--- src/rtl/des_key_sched.sv ---
// DES key schedule: turns a post-PC-1 key into a stream of PC-2 round keys.
// Handshake: a subkey transfers when subkey_valid && subkey_ready on a rising edge.
//   clk, rst        : clock, asynchronous active-high reset
//   key_in[55:0]    : C0||D0 (key_in[55] = PC-1 bit 1)
//   start, decrypt  : begin a run; decrypt=1 emits K16..K1
//   subkey[47:0]    : PC-2 of current C||D (subkey[47] = PC-2 bit 1), 0 when not valid
//   subkey_valid    : subkey holds a round key
//   subkey_ready    : consumer accepts the subkey
//   round[3:0]      : 0-based issue index of the presented subkey
//   busy, done      : run in progress / one-cycle pulse after the last transfer
module des_key_sched #(
  parameter int unsigned ROUNDS = 16
) (
  input  logic        clk,
  input  logic        rst,
  input  logic [55:0] key_in,
  input  logic        start,
  input  logic        decrypt,
  output logic [47:0] subkey,
  output logic        subkey_valid,
  input  logic        subkey_ready,
  output logic [3:0]  round,
  output logic        busy,
  output logic        done
);

  localparam int unsigned HALF_W = 28;
  localparam int unsigned KEY_W  = 56;
  localparam int unsigned SUB_W  = 48;
  localparam int unsigned RND_W  = 4;
  localparam logic [RND_W-1:0] LAST_ROUND = RND_W'(ROUNDS - 1);

  // PC-2 selection, 1-based bit numbers of C||D (bit 1 = MSB)
  localparam int unsigned PC2_TAB [SUB_W] = '{
    14, 17, 11, 24,  1,  5,  3, 28, 15,  6, 21, 10,
    23, 19, 12,  4, 26,  8, 16,  7, 27, 20, 13,  2,
    41, 52, 31, 37, 47, 55, 30, 40, 51, 45, 33, 48,
    44, 49, 39, 56, 34, 53, 46, 42, 50, 36, 29, 32
  };

  typedef enum logic [1:0] {IDLE, LOAD, EMIT, FINISH} state_t;

  state_t              state_q, state_d;
  logic [HALF_W-1:0]   c_q, c_d, d_q, d_d;
  logic                dec_q, dec_d;
  logic [RND_W-1:0]    round_d;
  logic                valid_d, busy_d, done_d;

  // Encrypt left-shift amount applied before the round with 0-based index idx
  function automatic logic [1:0] enc_shift(input logic [RND_W-1:0] idx);
    return (idx == 4'd0 || idx == 4'd1 || idx == 4'd8 || idx == 4'd15) ? 2'd1 : 2'd2;
  endfunction

  function automatic logic [HALF_W-1:0] rotl(input logic [HALF_W-1:0] x, input logic [1:0] n);
    return (n == 2'd1) ? {x[26:0], x[27]} : {x[25:0], x[27:26]};
  endfunction

  function automatic logic [HALF_W-1:0] rotr(input logic [HALF_W-1:0] x, input logic [1:0] n);
    return (n == 2'd1) ? {x[0], x[27:1]} : {x[1:0], x[27:2]};
  endfunction

  function automatic logic [SUB_W-1:0] pc2(input logic [KEY_W-1:0] cd);
    logic [SUB_W-1:0] k;
    k = '0;
    for (int unsigned i = 0; i < SUB_W; i++) begin
      k[SUB_W-1-i] = cd[KEY_W-PC2_TAB[i]];
    end
    return k;
  endfunction

  // State and registered outputs
  always_ff @(posedge clk or posedge rst) begin
    if (rst) begin
      state_q      <= IDLE;
      c_q          <= '0;
      d_q          <= '0;
      dec_q        <= 1'b0;
      round        <= '0;
      subkey_valid <= 1'b0;
      busy         <= 1'b0;
      done         <= 1'b0;
    end else begin
      state_q      <= state_d;
      c_q          <= c_d;
      d_q          <= d_d;
      dec_q        <= dec_d;
      round        <= round_d;
      subkey_valid <= valid_d;
      busy         <= busy_d;
      done         <= done_d;
    end
  end

  // Next-state, key rotation and output logic
  always_comb begin
    state_d = state_q;
    c_d     = c_q;
    d_d     = d_q;
    dec_d   = dec_q;
    round_d = round;
    valid_d = subkey_valid;
    busy_d  = busy;
    done_d  = 1'b0;
    unique case (state_q)
      IDLE: begin
        if (start) begin
          state_d = LOAD;
          c_d     = key_in[55:28];
          d_d     = key_in[27:0];
          dec_d   = decrypt;
          busy_d  = 1'b1;
        end
      end
      LOAD: begin
        // Decrypt starts from C0||D0 itself, which equals C16||D16
        state_d = EMIT;
        valid_d = 1'b1;
        round_d = '0;
        if (!dec_q) begin
          c_d = rotl(c_q, enc_shift(4'd0));
          d_d = rotl(d_q, enc_shift(4'd0));
        end
      end
      EMIT: begin
        if (subkey_valid && subkey_ready) begin
          if (round == LAST_ROUND) begin
            state_d = FINISH;
            valid_d = 1'b0;
            busy_d  = 1'b0;
            done_d  = 1'b1;
            round_d = '0;
          end else begin
            round_d = round + 4'd1;
            // Decrypt undoes the encrypt shifts in reverse table order
            if (dec_q) begin
              c_d = rotr(c_q, enc_shift(4'd15 - round));
              d_d = rotr(d_q, enc_shift(4'd15 - round));
            end else begin
              c_d = rotl(c_q, enc_shift(round + 4'd1));
              d_d = rotl(d_q, enc_shift(round + 4'd1));
            end
          end
        end
      end
      FINISH: begin
        state_d = IDLE;
      end
      default: begin
        state_d = IDLE;
      end
    endcase
  end

  // Subkey is combinational from the registered halves, gated to zero when idle
  always_comb begin
    subkey = '0;
    if (subkey_valid) begin
      subkey = pc2({c_q, d_q});
    end
  end

endmodule
--- config.mk ---
export PLATFORM = sky130hd
export DESIGN_NAME = des_key_sched
export DESIGN_NICKNAME = d
export VERILOG_FILES = /design/src/rtl/des_key_sched.sv
export SDC_FILE = /design/constraint.sdc
export NUM_CORES = 1
export LEC_CHECK = 0
export ABC_AREA = 1
export CAP_MARGIN = 20
export CORE_UTILIZATION = 40
export CTS_CLUSTER_DIAMETER = 200
export DETAILED_ROUTE_END_ITERATION = 12
export PLACE_DENSITY = 0.71
export SYNTH_ARGS = -nofsm -noshare
export SYNTH_HDL_FRONTEND = slang
export SYNTH_SLANG_ARGS = --single-unit
export TNS_END_PERCENT = 1
--- constraint.sdc ---
create_clock -name clk -period 5 [get_ports clk]
set_input_delay 1 -clock clk [delete_from_list [all_inputs] [get_ports clk]]
set_output_delay 1 -clock clk [all_outputs]
set_load 0.01 [all_outputs]
# ---- Yosys cells after proc, flatten, opt, wreduce, memory -nomap -nowiden
# Cells that the tools add are included.
dict set report totals {
  elab_cells 80
  in_bits 61
  register_bits 66
}
dict set report classes {
  addsub 2
  n_reduce_logical 19
  n_eq_ne 17
  muxes 34
}
# operator count
set ops {}
lappend ops {{two-way mux 28 bit} 14}
lappend ops {{case mux 28 bit (3 select lines)} 2}
lappend ops {{two-way mux 48 bit} 1}
lappend ops {{== test 4 bit, second input constant} 5}
lappend ops {{two-way mux 2 bit} 5}
lappend ops {{inequality test 2 bit, second input constant} 5}
lappend ops {{== test 4 x 1 -> 1 bit, second input constant} 2}
lappend ops {{logical NOT 4 bit} 2}
lappend ops {{two-way mux 4 bit} 2}
lappend ops {{case mux 2 bit (4 select lines)} 1}
lappend ops {{case mux 4 bit (2 select lines)} 1}
lappend ops {{== test 2 x 1 -> 1 bit, second input constant} 3}
lappend ops {{logical OR 1 bit} 6}
lappend ops {{two-way mux 1 bit} 6}
lappend ops {{AND reduction 3 bit} 2}
lappend ops {{AND reduction 5 bit} 1}
lappend ops {{adder 4 x 1 -> 4 bit, second input constant} 1}
lappend ops {{== test 2 bit, second input constant} 2}
lappend ops {{case mux 1 bit (2 select lines)} 2}
lappend ops {{AND reduction 2 bit} 2}
lappend ops {{AND reduction 4 bit} 1}
lappend ops {{nonzero test 2 bit} 2}
lappend ops {{subtractor 4 bit, first input constant} 1}
lappend ops {{nonzero test 3 bit} 1}
lappend ops {{2 further kinds} 2}

# ---- Logic depth before layout (Yosys ltp)
# Gate-level depths: netlist of run 1.
dict set report depth {
  depth_word 12
  depth_mapped 14
}

# ---- Least setup slack after synthesis of run 1
# OpenSTA, ideal clock, no wires.
dict set report synth_timing {
  kind {register -> output}
  start {register subkey_valid}
  end {output subkey[36]}
  t_required_ns 4.000
  path_stages_with_launch 6
  setup_slack_ns 2.735
  arrival_time_ns 1.265
  path_buffers 3
  path_cell_list {dfrtp_1 -> clkbuf_1 -> clkbuf_1 -> buf_1 -> nand2_1 -> inv_1}
}
dict set report synth_between {
  elab_chain_cells 1
}
# item line_no
set synth_lines {}
lappend synth_lines {{start: declaration} 20} ;# output logic subkey_valid,
lappend synth_lines {{start signal: assignment} 88} ;# subkey_valid <= valid_d;
lappend synth_lines {{two-way mux 48 bit} 157} ;# if (subkey_valid) begin
lappend synth_lines {{end: declaration} 19} ;# output logic [47:0] subkey,
# Every way passes these cells.

# ---- Final worst setup path of run 1
dict set report layout_timing {
  start {register subkey_valid}
  end {output subkey[41]}
}
# The elaborated chain is that of the path after synthesis.

==> results of run 1 <==
[layout make-up]
class                   instances  area share (%)
well taps                     220            3.38
clock inverters                 2           0.123
flip-flops and latches         66            20.3
clock buffers                  14            3.37
multi-input cells             942            51.5
repair buffers                129            15.7
inverters                     120            5.53
[placed cells by master (no fill, tap or decap)]
cell               n
clkbuf_8           3
nand2_1          509
ha_2               3
a21oi_1           59
clkbuf_16          9
inv_2             44
o21ai_0            8
clkdlybuf4s50_1  115
dfrtp_1           64
buf_12             2
nor2_1           116
nor2_2             2
nand2_2            2
clkinv_1           1
dfrtp_2            2
nand3_1          115
buf_4             12
nand2_4            1
clkbuf_1           2
nand4_1          114
ha_1               6
nand3_2            6
o32ai_1            1
clkinv_2           2
inv_1             75
[critical path, stage by stage, from the launching register on]
cell	delay (ns)
dfrtp_2	0.96
nand2_1	0.10
inv_1	0.12
clkdlybuf4s50_1	0.54
[kinds of logic (layout without fill, tap and decap cells)]
family          Yosys count  count (layout)  share of synthesized area (%)
flops                    66              66                           24.3
buf+inv                 224             265                           14.4
compound gates           68              68                           5.06
simple gates            865             865                           54.6
fa+ha+maj                 9               9                           1.66
[sequential cells by signal (all words and copies together) (netlist names)]
signal        flops
busy              1
d_q              28
subkey_valid      1
round             4
dec_q             1
c_q              28
state_q           2
done              1
[power breakdown]
part | leakage [nW] | switching, mW | internal [mW]
logic | 3.38 | 2.75 | 1.73
clock network | 0.143 | 0.251 | 0.375
registers | 0.813 | 0.555 | 0.811
total | 4.34 | 3.56 | 2.91
[worst paths after layout]
kind	from	end	depth (start not counted)
min in group asynchronous	rst	c_q[7]$_DFFE_PP0P_	2
hold reg to reg	busy$_DFFE_PP0P_	busy$_DFFE_PP0P_	2
setup reg to reg	round[1]$_DFFE_PP0P_	c_q[21]$_DFFE_PP0P_	14
hold / removal	busy$_DFFE_PP0P_	busy$_DFFE_PP0P_	2
setup / recovery	subkey_valid$_DFFE_PP0P_	subkey[41]	3
max in group asynchronous	rst	d_q[7]$_DFFE_PP0P_	3
[metal layers]
layer  global-route usage (%)  wire, um  vias up
met1                     33.5      9610     3567
met2                     37.8      9340      333
met3                     4.46      1520       33
li1                         -         -     3990
met4                     8.56       386        0
met5                        0         0        -
==> impl_metrics.json, run 1 <==
{
  "status": "complete, no violations",
  "synth-edff-count": 0,
  "clock.fmax_ghz": 0.323,
  "period_needed_ns": 3.09,
  "die_h_um": 132,
  "syn-num-nets": 1302,
  "synthToLayoutAreaGrowth_pct": 19.7,
  "synthTopCellsByArea": "nand2_1 (28%), dfrtp_1 (24%), nand4_1 (10%)",
  "root_buffer": "clkbuf_16",
  "grt_pass1_vias": 7092,
  "cp_max_fo": 51,
  "holdWs_ns": 0.497,
  "finalWorstSetupSlack_ns": 1.91,
  "ir_drop_mv": 0.397,
  "via_count": 7923,
  "dr.pass1.iters": 8,
  "synthArstFlopShare_pct": 100,
  "drive_above_1_share_pct": 6.91,
  "cts_max_level": 3,
  "cp-start-kind": "register",
  "drt_wl_total_mm": 20.9,
  "cts_resized": 0,
  "nFillCells": 1824,
  "antenna_cells": 0,
  "multi_input_area_um2": 4200,
  "fin_area_um2": 8140,
  "hp-class": "reg2reg",
  "final_cells": 1493,
  "maxCapViolCount": 0,
  "rows": 47,
  "fin_util_pct": 49.1,
  "cts.sink_count": 66,
  "grt_pass1_wl_mm": 35.3,
  "ant_nets": 0,
  "crit_type": "reg2out",
  "synth_top_area_share_pct": 28.1,
  "tns_ns": 0,
  "gp_congestion": 0.796,
  "yosysMostFrequentCell": "nand2_1",
  "hold_viol": 0,
  "pin_count": 116,
  "die_x_um": 132,
  "wl_per_cell_um": 14.0,
  "placed_cells": 1476,
  "placed_cell_area_um2": 7840,
  "die-area_um2": 17500,
  "start_util_pct": 41.0,
  "yosys_warnings": 0,
  "fin_skew_ns": 0.00728,
  "syn_area_per_cell_um2": 5.52,
  "synth-seq-cells": 66,
  "worstPathArrival_ns": 2.09,
  "final_nets": 1338,
  "p_per_area_nw_per_um2": 795,
  "reg2reg_slack_ns": 2.14,
  "synth_commonest_cells": "nand2_1 (509), nand3_1 (117), nor2_1 (116)",
  "cts_setup_buffers": 0,
  "grt.total_usage_pct": 24.3,
  "synth.largest_area_cell": "nand2_1",
  "end_kind": "output pin",
  "seq_area_um2": 1650,
  "setup_viol": 0,
  "numPortBuffers": 115,
  "insertion_delay_ns": 0.35,
  "p_leak_nw": 4.34,
  "grt_overflow": 0,
  "ys.flop_type": "dfrtp_1",
  "synth_seq_area_share_pct": 24.3,
  "dp_slack_ns": 1.96,
  "synth.distinct_cells": 19,
  "antenna_found_initial": 0,
  "tightest_slew_ns": 1.11,
  "total_power_mw": 6.47,
  "relSlewSlack_pct": 26.0,
  "synth_area_um2": 6800,
  "clk_pin_slew_ns": 0.06,
  "core_um2": 16600,
  "cts_buffers": 9,
  "rsz0062_at_grt": "no",
  "cp_data_required_time_ns": 4.00,
  "synthCells": 1232,
  "avgViaCountPerCell": 5.31,
  "holdBufCountCts": 0,
  "post-route-period-util_pct": 61.9,
  "grt_max_degree": 114,
  "cts_buffer_depth": 2,
  "slew_violations": 0,
  "drtIter0Drc": 1047,
  "dpl.hpwl_mm": 11.8,
  "cts_tree": "built",
  "drc_errors": 0
}
(Power assumes the default switching activity.)
==> inputs of run 2 (changes only) <==
--- a/config.mk
+++ b/config.mk
@@ -10,7 +10,7 @@
 export CORE_UTILIZATION = 40
 export CTS_CLUSTER_DIAMETER = 200
 export DETAILED_ROUTE_END_ITERATION = 12
-export PLACE_DENSITY = 0.71
+export PLACE_DENSITY = 0.73
 export SYNTH_ARGS = -nofsm -noshare
 export SYNTH_HDL_FRONTEND = slang
 export SYNTH_SLANG_ARGS = --single-unit
==> constraint.sdc (replaced) <==
create_clock -name clk -period 2.5 [get_ports clk]
set_input_delay 0.5 -clock clk [delete_from_list [all_inputs] [get_ports clk]]
set_output_delay 0.5 -clock clk [all_outputs]
set_load 0.01 [all_outputs]
==> impl_metrics.json, run 2 (same netlist as run 1, synthesis figures left out) <==
{
  "final_nets": 1349,
  "gp_congestion": 0.806,
  "grt_overflow": 0,
  "drive_above_1_share_pct": 7.71,
  "cts_max_level": 3,
  "ant_nets": 0,
  "grt_max_degree": 67,
  "cts_buffers": 9,
  "reg.largest.list": "c_q (28), d_q (28), round (4)",
  "nFillCells": 1740,
  "total_power_mw": 13.2,
  "ir_drop_mv": 0.759,
  "pin_count": 116,
  "p_per_area_nw_per_um2": 1580,
  "drc_errors": 0,
  "root_buffer": "clkbuf_16",
  "placed_cell_area_um2": 8060,
  "worstPathArrival_ns": 1.86,
  "final_common_cell": "nand2_1",
  "cp-start-kind": "register",
  "die-area_um2": 17500,
  "antenna_found_initial": 0,
  "seq_area_um2": 1660,
  "cp_max_fo": 16,
  "synthToLayoutAreaGrowth_pct": 22.8,
  "fin_area_um2": 8350,
  "rows": 47,
  "fin_skew_ns": 0.00746,
  "dr.pass1.iters": 5,
  "top_usage_layer": "met2",
  "cp_data_required_time_ns": 2.00,
  "numPortBuffers": 115,
  "slew_violations": 0,
  "grt_pass1_wl_mm": 35.4,
  "tightest_slew_ns": 0.667,
  "setup_viol": 0,
  "avgViaCountPerCell": 5.30,
  "grt.met2_usage_pct": 38.7,
  "cts.sink_count": 66,
  "cts_tree": "built",
  "start_util_pct": 41.0,
  "fin_util_pct": 50.4,
  "use_met3_pct": 3.73,
  "grt_use_met1_pct": 33.7,
  "status": "complete, no violations",
  "core_um2": 16600,
  "p_leak_nw": 4.44,
  "multi_input_area_um2": 4200,
  "maxCapViolCount": 0,
  "clock.fmax_ghz": 0.423,
  "rsz0062_at_grt": "no",
  "dpl.hpwl_mm": 12.8,
  "relSlewSlack_pct": 55.6,
  "end_kind": "output pin",
  "holdBufCountCts": 0,
  "cts_buffer_depth": 2,
  "via_count": 7975,
  "insertion_delay_ns": 0.35,
  "hold_viol": 0,
  "period_needed_ns": 2.36,
  "wl_per_cell_um": 14.0,
  "grt_pass1_vias": 7030,
  "die_h_um": 132,
  "tns_ns": 0,
  "drt_wl_total_mm": 21.0,
  "hp-class": "reg2reg",
  "crit_type": "reg2out",
  "antenna_cells": 0,
  "post-route-period-util_pct": 94.5,
  "clk_pin_slew_ns": 0.06,
  "grt.total_usage_pct": 24.4,
  "layout_common_cells": "nand2_1 (509), nor2_1 (116), nand3_1 (115), clkdlybuf4s50_1 (115), nand4_1 (114)",
  "drtIter0Drc": 809,
  "die_x_um": 132
}
[run 2: cell count changes in the layout (fill, tap and decap cells not counted)]
cell and change:
buf_4 +1, dfrtp_4 +1, buf_12 +10, dfrtp_2 -1
[run 2: area by class of cell]
type | instances | area share, %
timing repair buffer | 140 | 17.8
tap | 220 | 3.30
inverter | 120 | 5.39
clock buffer | 14 | 3.28
clock inverter | 2 | 0.120
multi-input combinational | 942 | 50.2
sequential | 66 | 19.8
[run 2: final timing paths]
path | end | slack [ns] | start | cells after the start
worst max-delay path | subkey[0] | 0.14 | subkey_valid$_DFFE_PP0P_ | 4
worst min-delay path | busy$_DFFE_PP0P_ | 0.51 | busy$_DFFE_PP0P_ | 2
worst max register to register | d_q[12]$_DFFE_PP0P_ | 0.47 | round[0]$_DFFE_PP0P_ | 13
worst min register to register | busy$_DFFE_PP0P_ | 0.51 | busy$_DFFE_PP0P_ | 2
max in group asynchronous | dec_q$_DFFE_PP0P_ | 1.60 | rst | 3
min in group asynchronous | c_q[8]$_DFFE_PP0P_ | 0.55 | rst | 3
[run 2: what timing repair did]
| action | CTS | global route |
|---|---|---|
| setup buffers | 0 | 0 |
| setup endpoints to repair | 0 | 2 |
| gates resized for setup | 0 | 1 |
[run 2: per-stage QoR]
| step | worst slack, ns | hold WS, ns | cells |
|---|---|---|---|
| finish | 0.138 | 0.507 | 1504 |
| global route | 0.0472 | 0.541 | 1504 |
| CTS | 0.0670 | 0.502 | 1504 |
| detailed placement | 0.448 | 0.488 | 1488 |
| global placement | 0.485 | 0.479 | 1488 |
| floorplan | 0.345 | 0.519 | 1232 |
[run 2: metal layers]
metal	wire length [um]	vias to the layer above
met2	9600	292
li1	-	4014
met5	0	-
met3	1190	26
met1	9870	3643
met4	341	0
[run 2: critical path: stages (launching register included)]
cell             delay [ns]
dfrtp_4                0.55
buf_4                  0.29
nand2_1                0.09
inv_1                  0.06
clkdlybuf4s50_1        0.52
[run 2: where the power goes]
part	total, mW	internal [mW]	switching (mW)	leakage [nW]
registers	2.67	1.63	1.04	0.814
clock network	1.25	0.750	0.498	0.143
logic	9.31	3.72	5.59	3.48
total	13.2	6.10	7.13	4.44
==> inputs of run 3 (changes only) <==
--- a/config.mk
+++ b/config.mk
@@ -14,4 +14,4 @@
 export SYNTH_ARGS = -nofsm -noshare
 export SYNTH_HDL_FRONTEND = slang
 export SYNTH_SLANG_ARGS = --single-unit
-export TNS_END_PERCENT = 1
+export TNS_END_PERCENT = 50
==> results of run 3 <==
Same layout as run 2: the final DEF is identical, and so are final timing and power.
